--- config.mk ---
export PLATFORM = sky130hd
export DESIGN_NAME = arb_req_client
export DESIGN_NICKNAME = d
export VERILOG_FILES = /design/src/rtl/arb_req_client.sv
export SDC_FILE = /design/constraint.sdc
export NUM_CORES = 1
export LEC_CHECK = 0
export ABC_AREA = 1
export CORE_MARGIN = 3
export CORE_UTILIZATION = 60
export CTS_CLUSTER_DIAMETER = 150
export DETAILED_ROUTE_END_ITERATION = 6
export PLACE_DENSITY = 0.79
export SLEW_MARGIN = 40
export SYNTH_ARGS = -nofsm -noshare
export SYNTH_HDL_FRONTEND = slang
export SYNTH_SLANG_ARGS = --single-unit
--- constraint.sdc ---
create_clock -name clock -period 2.5 [get_ports clock]
set_input_delay 0.625 -clock clock [delete_from_list [all_inputs] [get_ports clock]]
set_output_delay 0.625 -clock clock [all_outputs]
set_load 0.02 [all_outputs]
--- src/rtl/arb_req_client.sv ---
// Requester-side agent for a two-port grant arbiter: turns a start/len command
// into a req/gnt exchange, one beat per granted cycle, then a mandatory req-low gap.
module arb_req_client #(
  parameter int LEN_W   = 4,
  parameter int TIMEOUT = 15,
  parameter int GAP     = 1
) (
  input  logic             clock,
  input  logic             reset,
  input  logic             start,
  input  logic [LEN_W-1:0] len,
  input  logic             gnt,
  output logic             req,
  output logic             beat,
  output logic             busy,
  output logic             done,
  output logic             timeout
);

  typedef enum logic [1:0] {IDLE, WAIT_GNT, XFER, GAP_ST} state_t;

  localparam logic [7:0]       WAIT_LAST = 8'(TIMEOUT - 1);
  localparam logic [3:0]       GAP_LOAD  = 4'(GAP);
  localparam logic [LEN_W-1:0] ONE       = LEN_W'(1);

  state_t           state;
  logic [LEN_W-1:0] remain;
  logic [7:0]       wait_cnt;
  logic [3:0]       gap_cnt;

  // req, busy, done and timeout are registered alongside the state so they
  // change only on clock edges (or immediately on reset).
  always_ff @(posedge clock or posedge reset) begin
    if (reset) begin
      state    <= IDLE;
      remain   <= '0;
      wait_cnt <= '0;
      gap_cnt  <= '0;
      req      <= 1'b0;
      busy     <= 1'b0;
      done     <= 1'b0;
      timeout  <= 1'b0;
    end else begin
      done    <= 1'b0;
      timeout <= 1'b0;
      case (state)
        IDLE: begin
          if (start && (len != '0)) begin
            remain   <= len;
            wait_cnt <= '0;
            req      <= 1'b1;
            busy     <= 1'b1;
            state    <= WAIT_GNT;
          end
        end
        WAIT_GNT: begin
          if (gnt) begin
            state <= XFER;
          end else if (wait_cnt == WAIT_LAST) begin
            req     <= 1'b0;
            timeout <= 1'b1;
            gap_cnt <= GAP_LOAD;
            state   <= GAP_ST;
          end else begin
            wait_cnt <= wait_cnt + 8'd1;
          end
        end
        XFER: begin
          // A cycle without gnt is a pre-emption: hold req and keep the count.
          if (gnt) begin
            remain <= remain - ONE;
            if (remain == ONE) begin
              req     <= 1'b0;
              done    <= 1'b1;
              gap_cnt <= GAP_LOAD;
              state   <= GAP_ST;
            end
          end
        end
        GAP_ST: begin
          if (gap_cnt <= 4'd1) begin
            gap_cnt <= '0;
            busy    <= 1'b0;
            state   <= IDLE;
          end else begin
            gap_cnt <= gap_cnt - 4'd1;
          end
        end
        default: begin
          req   <= 1'b0;
          busy  <= 1'b0;
          state <= IDLE;
        end
      endcase
    end
  end

  assign beat = (state == XFER) && gnt;

endmodule

==> PnR_summary.wiki <==
{| class="wikitable"
! Metric !! Value
|-
| Yosys Warn Count || 0
|-
| CP required || between 1.5 and 2 ns
|-
| Final cycle utilization of the critical path || 0.9101
|-
| Clock Latency Late Sink || 0.32 ns
|-
| Number of synthesized flops with an enable pin || 0
|-
| Overall die height || between 50 and 60 um
|-
| TritonCTS buffer count || 3
|-
| Core area || between 0.002 and 0.0025 mm^2
|-
| Sequential share of the synthesized area || 0.3639
|-
| Type of the tightest min-delay check || reg -> reg
|-
| Cell-internal power || 0.001035 W
|-
| Die span in x || between 50 and 60 um
|-
| Critical path launch point type || flip-flop
|-
| Maximum fanout along the worst path || 7
|-
| Detailed-route wire length per cell || between 10 and 15 um
|-
| Share of cells above drive strength 1 || 0.08085
|-
| Peak Freq || about 440 MHz
|-
| Clock transition at the registers of the reported paths || ~0.13 ns
|-
| Portion of synthesized cell area occupied by the leading cell type || 0.3639
|-
| Number of antenna-violating nets in the routed design || 0
|-
| Synth async-reset ratio || 1.000
|-
| Number of antenna violations at the first check in global routing || 0
|-
| Worst-case vdd ir drop || roughly 0.87 mV
|-
| Detailed router's first-iteration violation count || 85
|-
| Sum Neg Setup Slack || 0 ns
|-
| Most instantiated flip-flop cell in the synthesis netlist || dfrtp_1
|-
| Flip-flop and latch count after synthesis || 22
|-
| Part of the power in registers || 0.288
|-
| First-pass GRT wire length || roughly 5.6 mm
|-
| Antenna Cells || 0
|-
| Post-CTS setup repair buffer count || 0
|-
| Normalized max-slew margin || 0.7775
|-
| Worst-Margin Slew || 0.3303 ns
|-
| Endpoints failing hold || 0
|-
| Cell count after placement || about 260
|-
| Count of max-cap constraint violations || 0
|-
| Worst Slack Setup Final || 0.2249 ns
|-
| Avg Vias per Cell || 5.285
|-
| Place WS || 0.05486 ns
|-
| Most instantiated library cell after synthesis || nand2_1
|-
| Final std cell area, no fill || between 0.0015 and 0.002 mm^2
|-
| Data arrival time at the worst-slack endpoint || 1.65 ns
|-
| Length of the first detailed-routing pass in iterations || 4
|-
| Number of setup violations in the final report || 0
|-
| Crit Path Category || reg -> out
|-
| Final Max Tran Viols || 0
|-
| Cell area after synthesis || approximately 0.0015 mm^2
|-
| Largest net degree at the start of global routing || 23
|-
| Static Leakage || ~0.90 nW
|-
| Total wirelength of the detailed-routed design || between 3 and 4 mm
|-
| Top post-synthesis cells by area || dfrtp_1, nand2_1, ha_1
|-
| Power density normalized to cell area || roughly 1100 mW/mm^2
|-
| Net load switching power || ~0.00092 W
|-
| Clock Root Buffer || clkbuf_4
|-
| Core occupancy in the finished layout || 0.7560
|-
| Maximum buffer depth of the clock tree || 2
|-
| Critical path endpoint category || output pin
|-
| Ranking of synthesized cells by instance count || nand2_1, nor2_1, inv_1, dfrtp_1, ha_1
|-
| Drc violations || 0
|-
| Total number of nets in the final design || around 260
|-
| Number of distinct library cells after synthesis || 22
|-
| Avg Inst Size Synth || approximately 7.0 um^2
|-
| Gate Count Post-Synth || between 200 and 250
|-
| Outcome || finished clean
|-
| Number of fill cells in the layout || 173
|-
| Overall via count from detail_route || about 1400
|-
| Combinational fraction of design power || 0.567
|-
| Sw Ratio || 0.4714
|-
| Min Tclk post-route || 2.275 ns
|-
| Combined global-route utilization of all metal layers || 0.2204
|-
| Total number of clock tree sinks || 22
|-
| CTS resizes || 2
|-
| Max Clock Skew || roughly 0.0041 ns
|-
| Count of buffers from port buffering || 12
|-
| Number of buffers inserted for hold repair after clock tree synthesis || 0
|-
| HPWL Detailed || roughly 2.3 mm
|-
| FP Rows || 17
|-
| Syn-to-layout area delta || 14.81%
|-
| Routability cong. || 0.8761
|-
| Syn_nets || about 240
|-
| Biggest area consumer among synthesized cells || dfrtp_1
|-
| Non-filler instance count after layout || approximately 260
|-
| Placed inst area || approximately 0.0017 mm^2
|-
| TritonCTS clock tree || done
|-
| Number of global-route vias before repair || about 1400
|-
| RSZ-0062 raised after global routing || false
|-
| I/O pin total || 13
|-
| Starting utilization of the core area || 0.6585
|-
| Proportion of power drawn by the clock network || 0.145
|-
| Die Footprint || 0.003160 mm^2
|-
| Aggregate global routing overflow || 0
|-
| Number of levels in the clock H-tree || 1
|}
logic make-up (layout without fill, tap and decap cells):
family,Yosys count,count (layout),synth area share
and+or+nand+nor,131,131,0.3714
buffers and inverters,28,46,0.06948
DFF,22,22,0.3639
AOI/OAI and AO/OA,19,19,0.06700
adders and majority gates,12,12,0.09925
xor gates and xnor gates,5,5,0.02895
final cells by class:
cell class                      instances  area [um^2]  area share
Sequential cell                        22        550.5      0.3170
Timing Repair Buffer                   14        133.9     0.07709
Inverter                               28        105.1     0.06052
Clock inverter                          1        30.03     0.01729
Tap cell                               28        35.03     0.02017
Clock buffer                            3        22.52     0.01297
Multi-Input combinational cell        167        859.6      0.4950
sequential cells by signal, indices dropped and copies added (netlist names):
name      flops
timeout       1
busy          1
wait_cnt      8
remain        4
done          1
state         2
req           1
gap_cnt       4
layer usage:
layer | GRT usage | wire length [um]
met1 | 0.2689 | 1342
met2 | 0.3756 | 1464
met3 | 0.02320 | 146
met4 | 0.1220 | 85
met5 | 0 | 0
power by group through the flow:
stage / combinational (W) / clock, W / sequential, W
after global routing: 0.00129 / 0.000295 / 0.000581
after detailed placement: 0.00110 / 0 / 0.000572
after floorplan: 0.000839 / 0 / 0.000571
final: 0.00111 / 0.000284 / 0.000564
after CTS: 0.00111 / 0.000283 / 0.000566
after global placement: 0.00106 / 0 / 0.000563
cell usage in the layout, fill, tap and decap left out, types with 2 or more instances in the layout:
cell type        instances
nand2_1                 71
nor2_1                  32
inv_1                   28
dfrtp_1                 22
ha_1                    11
clkdlybuf4s50_1         11
nand3_1                 10
o21ai_0                  6
a21oi_1                  6
o21ai_1                  5
nor3_1                   4
xnor2_1                  3
nor2_2                   3
clkbuf_4                 3
nand3_2                  2
nand2_2                  2
or2_2                    2
nand4_1                  2
xor2_1                   2
buf_4                    2
critical path, stage by stage, from the launching register on:
cell and delay, ns:
dfrtp_1 0.45, inv_1 0.17, ha_2 0.27, nand2_1 0.08
inv_1 0.05, dlygate4sd2_1 0.32
worst paths after layout:
kind / slack [ns] / to / cells past startpoint / startpoint
setup / recovery: 0.22 / beat / 5 / state[0]
hold / removal: 0.53 / req / 2 / req
setup reg to reg: 0.83 / wait_cnt[6] / 7 / state[0]
hold reg to reg: 0.53 / req / 2 / req
max in group asynchronous: 1.65 / done / 3 / reset
min in group asynchronous: 0.63 / timeout / 3 / reset
metrics by stage:
step / power (W) / hold WS (ns)
floorplan: 0.001410 / 0.4918
global placement: 0.001620 / 0.4566
detailed placement: 0.001676 / 0.4631
CTS: 0.001961 / 0.5264
global route: 0.002169 / 0.5571
finish: 0.001957 / 0.5288
(Power assumes the default switching activity.)
